### src/rtl/regfile_pkg.sv
// -----------------------------------------------------------------------------
// regfile_pkg
// Shared definitions for the multi-port register file with busy scoreboard:
//   - state_t       : clear-sweep FSM encoding (ST_IDLE, ST_CLEAR)
//   - ZERO_REG      : index of the hard-wired zero register
//   - DEFAULT_*     : default data width, index width and read-port count
// -----------------------------------------------------------------------------
package regfile_pkg;

  typedef enum logic {
    ST_IDLE  = 1'b0,
    ST_CLEAR = 1'b1
  } state_t;

  localparam int unsigned ZERO_REG           = 0;
  localparam int unsigned DEFAULT_DATA_WIDTH = 32;
  localparam int unsigned DEFAULT_ADDR_WIDTH = 5;
  localparam int unsigned DEFAULT_NUM_READ   = 2;

endpackage

### src/rtl/regfile_sb_busy.sv
// -----------------------------------------------------------------------------
// regfile_sb_busy
// DEPTH-bit busy scoreboard (one bit per register) with NUM_READ lookup ports.
// Ports:
//   clk_i, rst_ni            clock, asynchronous active-low reset
//   set_en_i / set_idx_i     mark a register busy at the next edge
//   clr_en_i / clr_idx_i     release a register (writeback) at the next edge
//   sweep_en_i / sweep_idx_i clear-sweep release of one register per edge
//   rd_idx_i                 lookup indices, port p at [p*ADDR_WIDTH +: ADDR_WIDTH]
//   rd_busy_o                busy bit of each looked-up register
// The caller qualifies the enables (IDLE state, non-zero index).
// -----------------------------------------------------------------------------
module regfile_sb_busy
  import regfile_pkg::*;
#(
  parameter int ADDR_WIDTH = DEFAULT_ADDR_WIDTH,
  parameter int NUM_READ   = DEFAULT_NUM_READ
) (
  input  logic                           clk_i,
  input  logic                           rst_ni,
  input  logic                           set_en_i,
  input  logic [ADDR_WIDTH-1:0]          set_idx_i,
  input  logic                           clr_en_i,
  input  logic [ADDR_WIDTH-1:0]          clr_idx_i,
  input  logic                           sweep_en_i,
  input  logic [ADDR_WIDTH-1:0]          sweep_idx_i,
  input  logic [NUM_READ*ADDR_WIDTH-1:0] rd_idx_i,
  output logic [NUM_READ-1:0]            rd_busy_o
);

  localparam int DEPTH = 2 ** ADDR_WIDTH;

  logic [DEPTH-1:0] busy_q, busy_d;

  // Order matters: a set on the same edge as a release of the same register
  // wins, because the newly issued producer owns the register now.
  always_comb begin
    busy_d = busy_q;
    if (sweep_en_i) busy_d[sweep_idx_i] = 1'b0;
    if (clr_en_i)   busy_d[clr_idx_i]   = 1'b0;
    if (set_en_i)   busy_d[set_idx_i]   = 1'b1;
    busy_d[ADDR_WIDTH'(ZERO_REG)] = 1'b0;
  end

  always_ff @(posedge clk_i or negedge rst_ni) begin
    if (!rst_ni) busy_q <= '0;
    else         busy_q <= busy_d;
  end

  // Bit 0 is held at zero, so a lookup of the zero register reads 0 naturally.
  for (genvar p = 0; p < NUM_READ; p++) begin : g_lookup
    logic [ADDR_WIDTH-1:0] idx;
    assign idx          = rd_idx_i[p*ADDR_WIDTH +: ADDR_WIDTH];
    assign rd_busy_o[p] = busy_q[idx];
  end

endmodule

### src/rtl/regfile_mp_sb.sv
// -----------------------------------------------------------------------------
// regfile_mp_sb
// Parametrised multi-read-port register file with a per-register busy
// scoreboard and a sequential clear sweep. Register 0 reads as zero and is
// never written or marked busy.
// Ports:
//   clock, ctrl_reset_n          clock (posedge), asynchronous active-low reset
//   ctrl_writeEn/_writeReg       write strobe and index; data_writeReg = data
//   ctrl_readReg                 read indices, port p at [p*ADDR_WIDTH +: ADDR_WIDTH]
//   data_readReg                 read data,    port p at [p*DATA_WIDTH +: DATA_WIDTH]
//   busy_readReg                 busy bit of each read-port register
//   ctrl_busyEn/_busyReg         mark a register busy at the next edge
//   ctrl_clear                   start a clear sweep (sampled in IDLE)
//   clear_active                 high while the sweep runs; with two FSM states
//                                this is the complete state view
// Build option:
//   REGFILE_BYPASS_EN  a read hitting the register being written this cycle
//                      returns data_writeReg combinationally; otherwise reads
//                      return pre-edge contents.
// -----------------------------------------------------------------------------
module regfile_mp_sb
  import regfile_pkg::*;
#(
  parameter int DATA_WIDTH = DEFAULT_DATA_WIDTH,
  parameter int ADDR_WIDTH = DEFAULT_ADDR_WIDTH,
  parameter int NUM_READ   = DEFAULT_NUM_READ
) (
  input  logic                           clock,
  input  logic                           ctrl_reset_n,
  input  logic                           ctrl_writeEn,
  input  logic [ADDR_WIDTH-1:0]          ctrl_writeReg,
  input  logic [DATA_WIDTH-1:0]          data_writeReg,
  input  logic [NUM_READ*ADDR_WIDTH-1:0] ctrl_readReg,
  output logic [NUM_READ*DATA_WIDTH-1:0] data_readReg,
  output logic [NUM_READ-1:0]            busy_readReg,
  input  logic                           ctrl_busyEn,
  input  logic [ADDR_WIDTH-1:0]          ctrl_busyReg,
  input  logic                           ctrl_clear,
  output logic                           clear_active
);

  localparam int                    DEPTH    = 2 ** ADDR_WIDTH;
  localparam logic [ADDR_WIDTH-1:0] ZERO_IDX = ADDR_WIDTH'(ZERO_REG);
  localparam logic [ADDR_WIDTH-1:0] LAST_IDX = ADDR_WIDTH'(DEPTH - 1);
  localparam logic [ADDR_WIDTH-1:0] FIRST_IDX = ADDR_WIDTH'(1);

  state_t                state_q, state_d;
  logic [ADDR_WIDTH-1:0] cnt_q, cnt_d;
  logic [DATA_WIDTH-1:0] mem_q [DEPTH];

  logic                  in_idle;
  logic                  sweep_en;
  logic                  wr_fire;
  logic                  bsy_fire;
  logic [NUM_READ-1:0]   busy_lookup;

  assign in_idle      = (state_q == ST_IDLE);
  assign sweep_en     = (state_q == ST_CLEAR);
  assign clear_active = sweep_en;
  assign wr_fire      = ctrl_writeEn && (ctrl_writeReg != ZERO_IDX) && in_idle;
  assign bsy_fire     = ctrl_busyEn  && (ctrl_busyReg  != ZERO_IDX) && in_idle;

  // ---------------------------------------------------------------------------
  // Clear-sweep FSM. The counter walks 1..DEPTH-1, one register per edge, and
  // reloads 1 on the way back to IDLE so the next sweep starts ready.
  // ---------------------------------------------------------------------------
  always_comb begin
    state_d = state_q;
    cnt_d   = cnt_q;
    case (state_q)
      ST_IDLE: begin
        if (ctrl_clear) state_d = ST_CLEAR;
      end
      ST_CLEAR: begin
        if (cnt_q == LAST_IDX) begin
          state_d = ST_IDLE;
          cnt_d   = FIRST_IDX;
        end else begin
          cnt_d = cnt_q + 1'b1;
        end
      end
      default: begin
        state_d = ST_IDLE;
        cnt_d   = FIRST_IDX;
      end
    endcase
  end

  always_ff @(posedge clock or negedge ctrl_reset_n) begin
    if (!ctrl_reset_n) begin
      state_q <= ST_IDLE;
      cnt_q   <= FIRST_IDX;
    end else begin
      state_q <= state_d;
      cnt_q   <= cnt_d;
    end
  end

  // ---------------------------------------------------------------------------
  // Data array. Sweep and write are mutually exclusive (writes need IDLE).
  // ---------------------------------------------------------------------------
  always_ff @(posedge clock or negedge ctrl_reset_n) begin
    if (!ctrl_reset_n) begin
      for (int i = 0; i < DEPTH; i++) mem_q[i] <= '0;
    end else if (sweep_en) begin
      mem_q[cnt_q] <= '0;
    end else if (wr_fire) begin
      mem_q[ctrl_writeReg] <= data_writeReg;
    end
  end

  // ---------------------------------------------------------------------------
  // Busy scoreboard: writeback releases, issue sets, sweep releases.
  // ---------------------------------------------------------------------------
  regfile_sb_busy #(
    .ADDR_WIDTH (ADDR_WIDTH),
    .NUM_READ   (NUM_READ)
  ) u_busy (
    .clk_i       (clock),
    .rst_ni      (ctrl_reset_n),
    .set_en_i    (bsy_fire),
    .set_idx_i   (ctrl_busyReg),
    .clr_en_i    (wr_fire),
    .clr_idx_i   (ctrl_writeReg),
    .sweep_en_i  (sweep_en),
    .sweep_idx_i (cnt_q),
    .rd_idx_i    (ctrl_readReg),
    .rd_busy_o   (busy_lookup)
  );

  // ---------------------------------------------------------------------------
  // Read ports (combinational).
  // ---------------------------------------------------------------------------
  for (genvar p = 0; p < NUM_READ; p++) begin : g_rd
    logic [ADDR_WIDTH-1:0] idx;
    logic [DATA_WIDTH-1:0] arr_data;

    assign idx      = ctrl_readReg[p*ADDR_WIDTH +: ADDR_WIDTH];
    assign arr_data = (idx == ZERO_IDX) ? '0 : mem_q[idx];

`ifdef REGFILE_BYPASS_EN
    // wr_fire already excludes the zero register, so a hit is never on r0.
    // The bypassed register is being released this edge, so it reads not busy
    // unless the same edge issues a new producer to it.
    logic hit;
    assign hit = wr_fire && (idx == ctrl_writeReg);
    assign data_readReg[p*DATA_WIDTH +: DATA_WIDTH] = hit ? data_writeReg : arr_data;
    assign busy_readReg[p] = hit ? (bsy_fire && (ctrl_busyReg == idx)) : busy_lookup[p];
`else
    assign data_readReg[p*DATA_WIDTH +: DATA_WIDTH] = arr_data;
    assign busy_readReg[p] = busy_lookup[p];
`endif
  end

endmodule

### config.mk
export PLATFORM = sky130hd
export DESIGN_NAME = regfile_mp_sb
export DESIGN_NICKNAME = d
export VERILOG_FILES = /design/src/rtl/regfile_pkg.sv /design/src/rtl/regfile_sb_busy.sv /design/src/rtl/regfile_mp_sb.sv
export SDC_FILE = /design/constraint.sdc
export NUM_CORES = 2
export LEC_CHECK = 0
export ABC_CLOCK_PERIOD_IN_PS = 3500
export CORE_MARGIN = 4
export CORE_UTILIZATION = 33
export DETAILED_ROUTE_END_ITERATION = 16
export GPL_TIMING_DRIVEN = 0
export PLACE_DENSITY = 0.54
export SYNTH_ARGS = -nofsm -noshare
export SYNTH_HDL_FRONTEND = slang
export SYNTH_SLANG_ARGS = --single-unit
### constraint.sdc
create_clock -name clock -period 3.5 [get_ports clock]
set_input_delay 0.7 -clock clock [delete_from_list [all_inputs] [get_ports clock]]
set_output_delay 0.7 -clock clock [all_outputs]
set_load 0.005 [all_outputs]
==> reports/results.env <==
OUTCOME='finished with violations'
VIOLATIONS='negative setup slack'
MIN_PATH_CELLS=3
SETUP_VIOL=140
NFILLCELLS=19300
POST-SYNTH-TOP-COUNT-CELL='sky130_fd_sc_hd__mux2i_1'
P_COMB_SHARE_PCT=29.4
CRIT_PATH_MAX_INCR_DELAY_PS=580
WORSTSETUPSTARTPOINT='ctrl_readReg[5]'
FLOORPLAN.IO_PINS=124
ROUTE.ANTENNA.REMAINING_NETS=0
CRITICAL_PATH_AT_PS=2940
POWER_FRAC_CLOCK_PCT=35.0
DIEHEIGHT_UM=458
DIE_WIDTH_UM=458
DRT-WIRELENGTH-PER-CELL_UM=37.1
START_UTIL_PCT=33.3
CTS.REPORTEDPATHS.CLKPINSLEW_PS=60
CTS_TREE='yes'
FIN_WORST_SKEW_PS=28.1
YOSYSWARNINGCOUNT=0
DRT_FIRST_PASS_ITERS=6
FINAL_WORST_PATH_CYCLE_SHARE_PCT=104
PLACE_CONGESTION=1.02
DESIGN.CORE.AREA_MM2=0.200
FRACTION_OF_FINAL_LAYOUT_CELLS_SIZED_BEYOND_DRIVE_STRENGTH_1_PCT=22.4
ANTENNA_FOUND_INITIAL=13
CLK-INSERTION-DELAY-LATE_PS=810
NNETSFINAL=6586
MAX_FREQ_MHz=275
POST-SYNTH-TOP-AREA-CELL='sky130_fd_sc_hd__dfrtp_1'
IRDROPWORSTVDD_uV=475
DRT_WIRELENGTH_UM=345000
POSTLAYOUTSETUPSLACKWORST_PS=-135
GRT.OVERFLOW.TOTAL=0
ASYNCSETRESETFLOPFRACSYNTH_PCT=100
PLACE.DETAILED.INSTANCES=8966
TOTAL_SWITCHING_POWER_uW=16200
RSZ0062_AT_GRT='true'
VIA_COUNT=60400
CRIT_PATH_CELL_TRACE='buf_8 > buf_12 > clkinvlp_4 > buf_12 > buf_12 > nor2_4 > buf_4 > buf_12 > a22oi_2 > a311oi_4 > buf_2'
CRIT_TYPE='primary input to output port'
POST_SYNTH_MAIN_AREA_CONTRIBUTORS='sky130_fd_sc_hd__dfrtp_1, sky130_fd_sc_hd__mux2i_1, sky130_fd_sc_hd__mux4_2, sky130_fd_sc_hd__o22ai_1, sky130_fd_sc_hd__nand2_1'
CRITICAL_PATH.REG2REG.ENDPOINT='mem_q[226]'
SYNTH_TOP_CELLS_BY_COUNT='sky130_fd_sc_hd__mux2i_1, sky130_fd_sc_hd__nand2_1, sky130_fd_sc_hd__dfrtp_1'
FINALMAXSLEWVIOLATIONS=0
POWER.SEQUENTIAL.FRACTION_PCT=35.6
CP_SLOWEST_CELL='sky130_fd_sc_hd__a311oi_4'
CELLLEAKAGEPOWER_uW=0.0343
MAX_CAP_VIOLATIONS=0
FIRST_GLOBAL_VIAS=58800
GRT_MAX_DEGREE=164
IO_BUFFERS=113
R2R_SLACK_PS=-120
TIMING.HOLD.WORST_ENDPOINT='clear_active'
TIMING.CRITICAL_PATH.FROM_TYPE='primary input'
HOLD_PATH.CLASS='primary input to register'
SLEW_HEADROOM_PCT=5.15
CTS.PATH.MAX_BUFFERS=3
CTS_SINKS=1061
DPL.HPWL_UM=262000
FINAL.MIN_CLOCK_PERIOD_PS=3640
INTERNAL-POWER_uW=26400
POST_SYNTH_INSTANCE_AREA_MM2=0.0668
HOLD_VIOL=0
SWITCHING_SHARE_PCT=38.0
FIN_CELLS=9291
SYNTH_TOP_AREA_SHARE_PCT=39.7
PATH_MAX_FANOUT=10
CRITPATHCAPTURETYPE='output port'
NETLIST_INSTANCES=6178
AREA_GROWTH_PCT=21.1
DRCVIOLATIONCOUNT=0
ROUTED_VIA_DENSITY=6.50
DETAIL_ROUTE.ITER0.VIOLATIONS=8399
WORST_PIN_SLEW_PS=1420
CTS-BUFFERS-INSERTED=136
CLK_ROOT_BUFFER_CELL='sky130_fd_sc_hd__clkbuf_16'
WORSTREG2REGSTART='clear_active'
TOTAL_POWER_uW=42700
GR_USAGE_TOTAL_PCT=31.8
FIN_SETUP_TNS_PS=-5230
DIE-AREA_MM2=0.210
REQUIRED_PS=2800
CP_TOP_FAMILY='buffers and inverters'
WORSTPATHBUFFERINVERTERCOUNT=8
CORE.ROWCOUNT=164
CRIT_TOP_CELL='sky130_fd_sc_hd__buf_12'
SYNTH_SEQUENTIAL_AREA_RATIO_PCT=39.7
SYNTH_TOP_FLOP_CELL='sky130_fd_sc_hd__dfrtp_1'
SYN_NETS=6240
SYNTH-EDFF-COUNT=0
POWER.DENSITY_mW_PER_MM2=527
HTREEDEPTH=4
GLOBAL_ROUTE_WIRE_LENGTH_BEFORE_REPAIR_UM=471000
WORST_CASE_REG_TO_REG_PATH_DEPTH=6
YOSYS_REGISTER_BITS=1061
SYN-MEAN-INSTANCE-AREA_UM2=10.8
YOSYS.CELL_TYPES.COUNT=45
HOLDCRITSTARTPOINT='ctrl_clear'
==> state kept, by name (all words and copies together), names as in the netlist <==
signal and count:
u_busy.busy_q 31, mem_q 1024, cnt_q 5, clear_active 1
==> layout make-up <==
| class | count | area [um^2] | area share [%] |
|---|---|---|---|
| antenna | 6 | 15.0 | 0.0186 |
| buffer | 731 | 4590 | 5.68 |
| clock buffer | 196 | 4000 | 4.95 |
| clock inverter | 47 | 561 | 0.693 |
| inverter | 12 | 52.6 | 0.0650 |
| multi-input combinational | 4368 | 39600 | 48.9 |
| sequential | 1061 | 26600 | 32.8 |
| tap | 2656 | 3320 | 4.11 |
| timing repair buffer | 214 | 2210 | 2.73 |
==> power by group through the flow <==
stage	sequential, uW	combinational [uW]	clock [uW]
4_1_cts	15100	12100	14900
6_report	15200	12500	14900
3_3_place_gp	15200	11000	0
2_1_floorplan	14700	6500	0
3_5_place_dp	15300	11400	0
5_1_grt	15300	12900	15400
==> per-stage QoR <==
| stage | hold WS, ps | area, um^2 | worst slack, ps | utilization, % |
|---|---|---|---|---|
| after global placement | 483 | 71300 | -51010 | 35.5 |
| after detailed placement | 490 | 71700 | -3170 | 35.8 |
| final | 461 | 80900 | -135 | 40.4 |
| after CTS | 441 | 80500 | -59.2 | 40.1 |
| after floorplan | 404 | 66800 | 499 | - |
| after global routing | 490 | 80900 | -36.2 | 40.3 |
==> cell usage in the layout (no fill, tap or decap), types with 43 or more instances in the layout <==
cell type                         count
sky130_fd_sc_hd__buf_2              117
sky130_fd_sc_hd__clkdlybuf4s50_1     44
sky130_fd_sc_hd__mux2_2              58
sky130_fd_sc_hd__mux2i_1           1122
sky130_fd_sc_hd__buf_4              102
sky130_fd_sc_hd__clkbuf_1           438
sky130_fd_sc_hd__a22oi_2             49
sky130_fd_sc_hd__nor2b_1             68
sky130_fd_sc_hd__o21ai_1             62
sky130_fd_sc_hd__dfrtp_1           1060
sky130_fd_sc_hd__mux4_2             466
sky130_fd_sc_hd__o22ai_1            992
sky130_fd_sc_hd__clkbuf_8            43
sky130_fd_sc_hd__nand2_1           1065
sky130_fd_sc_hd__clkbuf_16          144
sky130_fd_sc_hd__clkbuf_2            45
==> worst min-delay path: cells and delay by family <==
kind                   cells  cell delay, ps
AO/OA/AOI/OAI              1              60
buffers and inverters      2             460
==> cell families (layout without fill, tap and decap cells) <==
logic type	Yosys count	count (layout)	share of synthesized area, %
and+or+nand+nor	1284	1284	7.91
other	0	6	0
muxes	1654	1654	33.6
DFF	1061	1061	39.7
buffers and inverters	749	1200	4.68
adders and majority gates	5	5	0.0936
AOI/OAI and AO/OA	1425	1425	13.9
==> metal layers <==
layer,share of wire [%],global-route usage [%]
met1,38,40.2
met5,0.044,0.321
met3,11,9.90
met4,8.2,21.5
met2,43,46.6
==> what timing repair did <==
item | in CTS | in global routing
endpoints found under the setup margin | 531 | 232
endpoints found under the hold margin | 116 | 0
pin swaps | 133 | 48
gates resized for setup | 1092 | 104
buffers inserted | 62 | 16
hold buffers | 1 | 0
cloned | 1 | 2
==> how the worst max path moves through the flow <==
stage | depth (start not counted) | slack, ps | endpoint
finish | 11 | -140 | data_readReg[47]
global route | 7 | -40 | data_readReg[24]
CTS | 7 | -60 | data_readReg[0]
detailed placement | 7 | -3170 | data_readReg[16]
global placement | 1 | -51010 | mem_q[999]
floorplan | 6 | 500 | busy_readReg[1]
Note: power is estimated with default switching activity, not from simulation.
